## src/rtl/ram_req_arbiter.sv

```systemverilog
`default_nettype none
// ==================================================================
// Module  : ram_req_arbiter
// Brief   : round-robin two-requester front end that turns word
//           reads/writes into SPI RAM address/data command pairs
// Rev     : 1.0
// ==================================================================
module ram_req_arbiter #(
    parameter int MEM_DEPTH  = 256,
    parameter int RD_TIMEOUT = 4,
    localparam int ADDR_SIZE = $clog2(MEM_DEPTH)
) (
    input  logic                 clk,
    input  logic                 rst_n,
    input  logic                 m0_req_valid,
    output logic                 m0_req_ready,
    input  logic                 m0_req_wr,
    input  logic [ADDR_SIZE-1:0] m0_req_addr,
    input  logic [ADDR_SIZE-1:0] m0_req_wdata,
    output logic                 m0_rsp_valid,
    output logic                 m0_rsp_err,
    input  logic                 m1_req_valid,
    output logic                 m1_req_ready,
    input  logic                 m1_req_wr,
    input  logic [ADDR_SIZE-1:0] m1_req_addr,
    input  logic [ADDR_SIZE-1:0] m1_req_wdata,
    output logic                 m1_rsp_valid,
    output logic                 m1_rsp_err,
    output logic [ADDR_SIZE-1:0] rsp_rdata,
    output logic                 rx_valid,
    output logic [ADDR_SIZE+1:0] rx_data,
    input  logic                 tx_valid,
    input  logic [ADDR_SIZE-1:0] tx_data,
    output logic                 busy
);

    localparam logic [1:0] c_CMD_WR_ADDR = 2'b00;
    localparam logic [1:0] c_CMD_WR_DATA = 2'b01;
    localparam logic [1:0] c_CMD_RD_ADDR = 2'b10;
    localparam logic [1:0] c_CMD_RD_DATA = 2'b11;

    typedef enum logic [2:0] {
        S_IDLE = 3'd0,
        S_ADDR = 3'd1,
        S_DATA = 3'd2,
        S_WAIT = 3'd3,
        S_RESP = 3'd4
    } state_t;

    state_t                r_state;
    state_t                w_next_state;
    logic                  r_ptr;
    logic                  r_owner;
    logic                  r_wr;
    logic [ADDR_SIZE-1:0]  r_addr;
    logic [ADDR_SIZE-1:0]  r_wdata;
    logic [3:0]            r_cnt;
    logic                  r_err;
    logic [ADDR_SIZE-1:0]  r_rdata;
    logic                  r_rx_valid;
    logic [ADDR_SIZE+1:0]  r_rx_data;

    logic                  w_grant_valid;
    logic                  w_grant;
    logic                  w_timeout;
    logic                  w_sel_wr;
    logic [ADDR_SIZE-1:0]  w_sel_addr;
    logic [ADDR_SIZE-1:0]  w_sel_wdata;

    assign w_timeout   = (r_cnt == 4'(RD_TIMEOUT - 1));
    assign w_sel_wr    = w_grant ? m1_req_wr    : m0_req_wr;
    assign w_sel_addr  = w_grant ? m1_req_addr  : m0_req_addr;
    assign w_sel_wdata = w_grant ? m1_req_wdata : m0_req_wdata;

    always_comb begin
        w_next_state  = r_state;
        w_grant_valid = 1'b0;
        w_grant       = r_ptr;
        case (r_state)
            S_IDLE: begin
                if (m0_req_valid && m1_req_valid) begin
                    w_grant_valid = 1'b1;
                    w_grant       = r_ptr;
                end else if (m0_req_valid) begin
                    w_grant_valid = 1'b1;
                    w_grant       = 1'b0;
                end else if (m1_req_valid) begin
                    w_grant_valid = 1'b1;
                    w_grant       = 1'b1;
                end
                if (w_grant_valid) begin
                    w_next_state = S_ADDR;
                end
            end
            S_ADDR:  w_next_state = S_DATA;
            S_DATA:  w_next_state = r_wr ? S_RESP : S_WAIT;
            S_WAIT: begin
                if (tx_valid || w_timeout) begin
                    w_next_state = S_RESP;
                end
            end
            S_RESP:  w_next_state = S_IDLE;
            default: w_next_state = S_IDLE;
        endcase
    end

    // Command bus is registered one state ahead so it lines up with ADDR/DATA.
    always_ff @(posedge clk or negedge rst_n) begin
        if (!rst_n) begin
            r_state    <= S_IDLE;
            r_ptr      <= 1'b0;
            r_owner    <= 1'b0;
            r_wr       <= 1'b0;
            r_addr     <= '0;
            r_wdata    <= '0;
            r_cnt      <= '0;
            r_err      <= 1'b0;
            r_rdata    <= '0;
            r_rx_valid <= 1'b0;
            r_rx_data  <= '0;
        end else begin
            r_state <= w_next_state;
            case (r_state)
                S_IDLE: begin
                    if (w_grant_valid) begin
                        r_owner    <= w_grant;
                        r_wr       <= w_sel_wr;
                        r_addr     <= w_sel_addr;
                        r_wdata    <= w_sel_wdata;
                        r_err      <= 1'b0;
                        r_rx_valid <= 1'b1;
                        r_rx_data  <= {(w_sel_wr ? c_CMD_WR_ADDR : c_CMD_RD_ADDR), w_sel_addr};
                    end
                end
                S_ADDR: begin
                    r_rx_data <= r_wr ? {c_CMD_WR_DATA, r_wdata}
                                      : {c_CMD_RD_DATA, {ADDR_SIZE{1'b0}}};
                end
                S_DATA: begin
                    r_rx_valid <= 1'b0;
                    r_rx_data  <= '0;
                    r_cnt      <= '0;
                end
                S_WAIT: begin
                    if (tx_valid) begin
                        r_rdata <= tx_data;
                        r_err   <= 1'b0;
                    end else if (w_timeout) begin
                        r_rdata <= '0;
                        r_err   <= 1'b1;
                    end else begin
                        r_cnt <= r_cnt + 4'd1;
                    end
                end
                S_RESP:  r_ptr <= ~r_owner;
                default: ;
            endcase
        end
    end

    // Ready is gated by reset so every output reads 0 while rst_n is low.
    assign m0_req_ready = rst_n && w_grant_valid && !w_grant;
    assign m1_req_ready = rst_n && w_grant_valid &&  w_grant;
    assign m0_rsp_valid = (r_state == S_RESP) && !r_owner;
    assign m1_rsp_valid = (r_state == S_RESP) &&  r_owner;
    assign m0_rsp_err   = m0_rsp_valid && r_err;
    assign m1_rsp_err   = m1_rsp_valid && r_err;
    assign rsp_rdata    = r_rdata;
    assign rx_valid     = r_rx_valid;
    assign rx_data      = r_rx_data;
    assign busy         = (r_state != S_IDLE);

endmodule
`default_nettype wire

```

## config.mk

```make
export PLATFORM = sky130hd
export DESIGN_NAME = ram_req_arbiter
export DESIGN_NICKNAME = d
export VERILOG_FILES = /design/src/rtl/ram_req_arbiter.sv
export SDC_FILE = /design/constraint.sdc
export NUM_CORES = 1
export LEC_CHECK = 0
export ABC_CLOCK_PERIOD_IN_PS = 2300
export CAP_MARGIN = 25
export CORE_MARGIN = 8
export CORE_UTILIZATION = 45
export DETAILED_ROUTE_END_ITERATION = 10
export PLACE_DENSITY = 0.88
export SETUP_SLACK_MARGIN = 0.2
export SLEW_MARGIN = 10
export SYNTH_ARGS = -nofsm -noshare
export SYNTH_HDL_FRONTEND = slang
export SYNTH_SLANG_ARGS = --single-unit
```

## constraint.sdc

```tcl
create_clock -name clk -period 2.3 [get_ports clk]
set_clock_uncertainty 0.2 [all_clocks]
set_input_delay 0.345 -clock clk [delete_from_list [all_inputs] [get_ports clk]]
set_output_delay 0.345 -clock clk [all_outputs]
set_load 0.01 [all_outputs]
```

### Word level (Yosys, flattened, before mapping)

Cells that the tools add are included.

| storage, ports and cells | value |
|---|---|
| word-level logic and storage cells | 79 |
| flip-flop bits (word level) | 38 |

| cells by class | value |
|---|---|
| reductions and logical operators | 25 |
| $add $sub $neg | 1 |
| equality and inequality tests | 11 |
| multiplexer cells | 31 |
| bitwise gates (word level) | 1 |

Operators by type and width:

| cell | count |
|---|---|
| 8-bit two-way mux | 4 |
| 10-bit one-hot mux with 3 select lines | 1 |
| 10-bit two-way mux | 2 |
| 1-bit two-way mux | 14 |
| 3-bit one-hot mux with 4 select lines | 1 |
| 2-bit AND reduction | 5 |
| 3-bit two-way mux | 3 |
| 1-bit logical AND | 8 |
| 4-bit two-way mux | 2 |
| 2-bit != test, second input constant | 4 |
| 4-bit one-hot mux with 2 select lines | 1 |
| 2-bit nonzero test | 4 |
| 3-bit by 2-bit equality test with 1-bit output, second input constant | 2 |
| 3-bit AND reduction | 2 |
| 3-bit nonzero test | 2 |
| 4-bit by 1-bit adder with 4-bit output, second input constant | 1 |
| 4-bit by 2-bit equality test with 1-bit output, second input constant | 1 |
| 1-bit one-hot mux with 2 select lines | 2 |
| 3-bit by 1-bit equality test with 1-bit output, second input constant | 1 |
| 3-bit equality test, second input constant | 1 |
| 3-bit zero test | 1 |
| 3-bit != test, second input constant | 1 |
| 1-bit zero test | 2 |
| 2-bit two-way mux | 1 |
| other kinds (3) | 3 |

### Longest topological paths before layout

| depth | value |
|---|---|
| depth in word-level cells | 8 |
| gate-level depth with buffers | 5 |

### Least setup slack after synthesis

Ideal clock, no wire load.

| path | value |
|---|---|
| kind | register to output |
| from | register r_state[1] |
| to | output port m0_rsp_err |
| data arrival time | 1.213 ns |
| required time | 1.755 ns |
| buffers on the path | 2 |
| cell stages (with the launch flop) | 5 |
| setup slack | 0.542 ns |
| path through | dfrtp_1 -> buf_4 -> buf_4 -> nor4_4 -> and2_1 |

| on the way | value |
|---|---|
| word-level cells in the longest chain between the ends | 3 |

Ends and longest elaborated chain:

| item | line | RTL |
|---|---|---|
| from (decl) | 50 | `state_t r_state;` |
| from (signal assigned) | 122 | `r_state <= w_next_state;` |
| 3-bit equality test | 164 | `assign m0_rsp_valid = (r_state == S_RESP) && !r_owner;` |
| 1-bit logical AND | 164 |  |
| named net m0_rsp_valid | 20 | `output logic m0_rsp_valid,` |
| 1-bit logical AND | 166 | `assign m0_rsp_err = m0_rsp_valid && r_err;` |
| to (decl) | 21 | `output logic m0_rsp_err,` |

The timed path passes the listed nets, and every way through them passes these cells.

### Worst setup path after layout

| path | value |
|---|---|
| from | input port m0_req_valid |
| to | output port m0_req_ready |

| on the way | value |
|---|---|
| word-level cells in the longest chain between the ends | 6 |
| elaborated cells on any way between the ends | 11 |
| classes of those cells | mux: 7; reduce/logical: 4 |

Ends and longest elaborated chain:

| item | line | RTL |
|---|---|---|
| from (decl) | 15 | `input logic m0_req_valid,` |
| 1-bit two-way mux or 1-bit logical AND (tied branches) | 84, 81 |  |
| 1-bit two-way mux | 81 | `if (m0_req_valid && m1_req_valid) begin` |
| 1-bit two-way mux (2 in a row) | 79 | `case (r_state)` |
| 1-bit logical AND | 162 | `assign m0_req_ready = rst_n && w_grant_valid && !w_grant;` |
| 1-bit logical AND (*) | 162 |  |
| to (decl) | 16 | `output logic m0_req_ready,` |

Mark *: on every way between the ends. The rest lies on a longest branch, timed or not. The select of a mux whose other input is x is not followed.

==> impl_metrics.json <==
{
  "cts_tree": "built",
  "routed_wirelength_um": 6218,
  "synthCells": 184,
  "synth_area_um2": 2018,
  "synth_edf_count": 0,
  "gp_congestion": 0.8288,
  "cts_buffer_depth": 2,
  "hold-path-endpoint": "rsp_rdata[7]$_DFFE_PN0P_",
  "clock_sink_count": 38,
  "clk_latency_ps": 290,
  "reg2reg_slack_ps": 460,
  "num-nets-final": 315,
  "post-dp-hpwl_um": 4400,
  "dieArea_um2": 6884,
  "cp-end-kind": "output pin",
  "period_needed_ps": 2051,
  "internal-power_mw": 2.379,
  "final_common_cell": "clkdlybuf4s50_1",
  "detail_route.wl_per_cell_um": 19.43,
  "firstDrtPassIters": 4,
  "initial_core_util_pct": 46.67,
  "ioPinCount": 73,
  "place_area_um2": 2811,
  "gr-total-overflow": 0,
  "final_cell_mix": "clkdlybuf4s50_1 (64), dfrtp_1 (36), nand2_1 (18)",
  "die_h_um": 82.97,
  "final.period_utilization_pct": 89.20,
  "post_drt_via_cell_ratio": 6.081,
  "hold_violations": 0,
  "drt-initial-drc-count": 172,
  "via_count": 1946,
  "proportion_of_power_drawn_by_combinational_gates_pct": 49.5,
  "max_slew_margin_pct": 66.31,
  "max_cap_viol_count": 0,
  "antenna_left": 0,
  "buffer_type_at_the_clock_tree_root": "clkbuf_8",
  "hp-start": "rsp_rdata[7]$_DFFE_PN0P_",
  "result_of_the_run": "finished clean",
  "power_frac_seq_pct": 32.5,
  "synth-async-reset-ratio_pct": 100.0,
  "worst_ep_arrival_time_ps": 1510,
  "reg2regPathDepth": 4,
  "hold_class": "register to register",
  "finalSetupViolCount": 0,
  "diodes": 0,
  "postSynth.topFlopCell": "dfrtp_1",
  "stdcell_area_um2": 2989,
  "grt_max_degree": 39,
  "grt_antenna_before_repair": 0,
  "synth-adder-area-share_pct": 0.6200,
  "xor_xnor_fraction_of_synth_area_pct": 0,
  "dominant_combinational_cell_family_by_area_after_synthesis": "compound AO/OA/AOI/OAI gates",
  "post_synth_mux_area_share_pct": 0.4960,
  "clkPwrFrac_pct": 18.0,
  "count_of_unique_library_cells_instantiated_by_yosys": 48,
  "grt_pass1_vias": 1832,
  "share_of_cells_above_drive_strength_1_pct": 17.54,
  "n_fill_cell": 326,
  "rows": 24,
  "critPathKind": "primary input to output pin",
  "power.static_leakage_nw": 1.224,
  "worstPathRequired_ps": 1750,
  "synth_seq_area_share_pct": 47.12,
  "hold_path_depth": 1,
  "synth_simple_gate_area_share_pct": 15.93,
  "worstMarginPinSlew_ps": 502.4,
  "ys.warnings.count": 0,
  "holdWs_ps": 301.7,
  "power_switching_share_pct": 38.01,
  "buffer_ports.inserted": 72,
  "tritoncts.num_buffers": 5,
  "final-max-slew-violation-count": 0,
  "die_width_um": 82.97,
  "setup.worst_path.start_class": "primary input",
  "pwr_density_cell_nw_per_um2": 1284,
  "wire_length_of_the_first_global_routing_pass_um": 9887,
  "share_of_the_synthesized_area_in_compound_gates_ao_oa_aoi_oai_pct": 29.20,
  "rsz0062_at_grt": "true",
  "clk_pin_slew_worst_paths_ps": 70,
  "drt_drc_violations_left": 0,
  "synthToLayoutAreaGrowth_pct": 48.11,
  "ys_ff_latch": 38,
  "power.net_switching_mw": 1.459,
  "global_route.usage.total_pct": 17.25,
  "r2r-start": "r_cnt[0]$_DFFE_PN0P_",
  "fmax_mhz": 487.5,
  "placeableCoreArea_um2": 4324,
  "synth.net_count": 232,
  "worstPathMaxFanout": 4,
  "worstReg2RegEnd": "rsp_rdata[1]$_DFFE_PN0P_",
  "peakVddDrop_v": 0.0008720,
  "ctsHtreeMaxLevel": 2,
  "syn_area_per_cell_um2": 10.97
}
-- logic make-up (layout without fill, tap and decap cells) --
group	count (synthesis)	after routing
flip-flops	38	38
buffers and inverters	26	110
AND/OR/NAND/NOR	50	50
multiplexers	1	1
adder cells (fa/ha/maj)	1	1
AO/OA/AOI/OAI	68	68
-- stage by stage --
step | setup WS (ps) | TNS [ps] | power (mW) | util (%) | instances
floorplan | 541.7 | 0 | 2.336 | - | 184
global placement | -27.21 | -27.21 | 3.009 | 65.02 | 308
detailed placement | -42.99 | -42.99 | 3.066 | 65.02 | 308
CTS | 209.9 | 0 | 3.816 | 68.89 | 320
global route | 201.7 | 0 | 4.052 | 69.13 | 320
finish | 248.5 | 0 | 3.838 | 69.13 | 320
-- sequential cells by signal (all words and copies together) (netlist names) --
name       flops
rsp_rdata      8
r_ptr          1
r_wr           1
rx_valid       1
r_state        3
rx_data       10
r_owner        1
r_err          1
r_cnt          4
r_wdata        8
-- metal layers --
metal / global-route usage [%] / routed length [um] / vias to the layer above
li1: - / - / 877
met1: 22.38 / 2646 / 967
met2: 28.01 / 3071 / 92
met3: 3.223 / 388 / 10
met4: 5.591 / 111 / 0
met5: 0 / 0 / -
-- power groups by stage --
| stage | Sequential, mW | Combinational [mW] | Clock [mW] |
|---|---|---|---|
| 3_5_place_dp | 1.25 | 1.81 | 0 |
| 3_3_place_gp | 1.24 | 1.77 | 0 |
| 4_1_cts | 1.24 | 1.89 | 0.694 |
| 2_1_floorplan | 1.23 | 1.11 | 0 |
| 5_1_grt | 1.28 | 2.04 | 0.726 |
| 6_report | 1.25 | 1.90 | 0.691 |
-- how the worst max path moves through the flow --
stage                      startpoint           end  cells past startpoint
2_1_floorplan  r_state[1]$_DFFE_PN0P_    m0_rsp_err                      4
3_3_place_gp             m0_req_valid  m0_req_ready                      4
3_5_place_dp             m0_req_valid  m0_req_ready                      4
4_1_cts        r_state[1]$_DFFE_PN0P_    m1_rsp_err                      4
5_1_grt        r_state[1]$_DFFE_PN0P_    m1_rsp_err                      4
6_report                 m0_req_valid  m0_req_ready                      4
-- critical path: stages --
cell	delay [ps]
clkdlybuf4s50_1	520
a21bo_2	250
nor2_1	110
clkdlybuf4s15_1	280
-- cell usage after synthesis (2+ instances only) --
master,instances,area share (%)
nor2b_1,3,0.93
nor2_1,8,1.5
nand2_1,18,3.3
a21oi_1,2,0.50
o211ai_1,3,1.1
a32oi_1,10,4.3
clkbuf_2,2,0.50
o32ai_1,8,3.5
nor3_1,4,0.99
o21ai_0,5,1.2
o221ai_1,9,3.9
buf_2,6,1.5
buf_4,3,1.1
nor3_4,2,1.6
nand2b_1,2,0.62
a2bb2oi_1,9,3.9
buf_6,2,1.1
dfrtp_1,38,47
inv_2,3,0.56
inv_1,10,1.9
a22o_1,9,3.9
and2_1,2,0.62
-- timing repair --
item,in CTS,in global routing
gates resized for setup,10,4
hold buffers,1,0
setup buffers,3,0
setup endpoints to repair,7,2
pin swaps,0,0
endpoints found under the hold margin,38,0
-- cell type report --
type | count | area (um^2) | area share [%]
sequential | 38 | 953.4 | 31.90
multi-input combinational | 120 | 940.9 | 31.48
timing repair buffer | 89 | 843.3 | 28.21
clock buffer | 5 | 68.82 | 2.302
clock inverter | 3 | 68.82 | 2.302
tap | 52 | 65.06 | 2.177
inverter | 13 | 48.80 | 1.632
(Power assumes the default switching activity.)
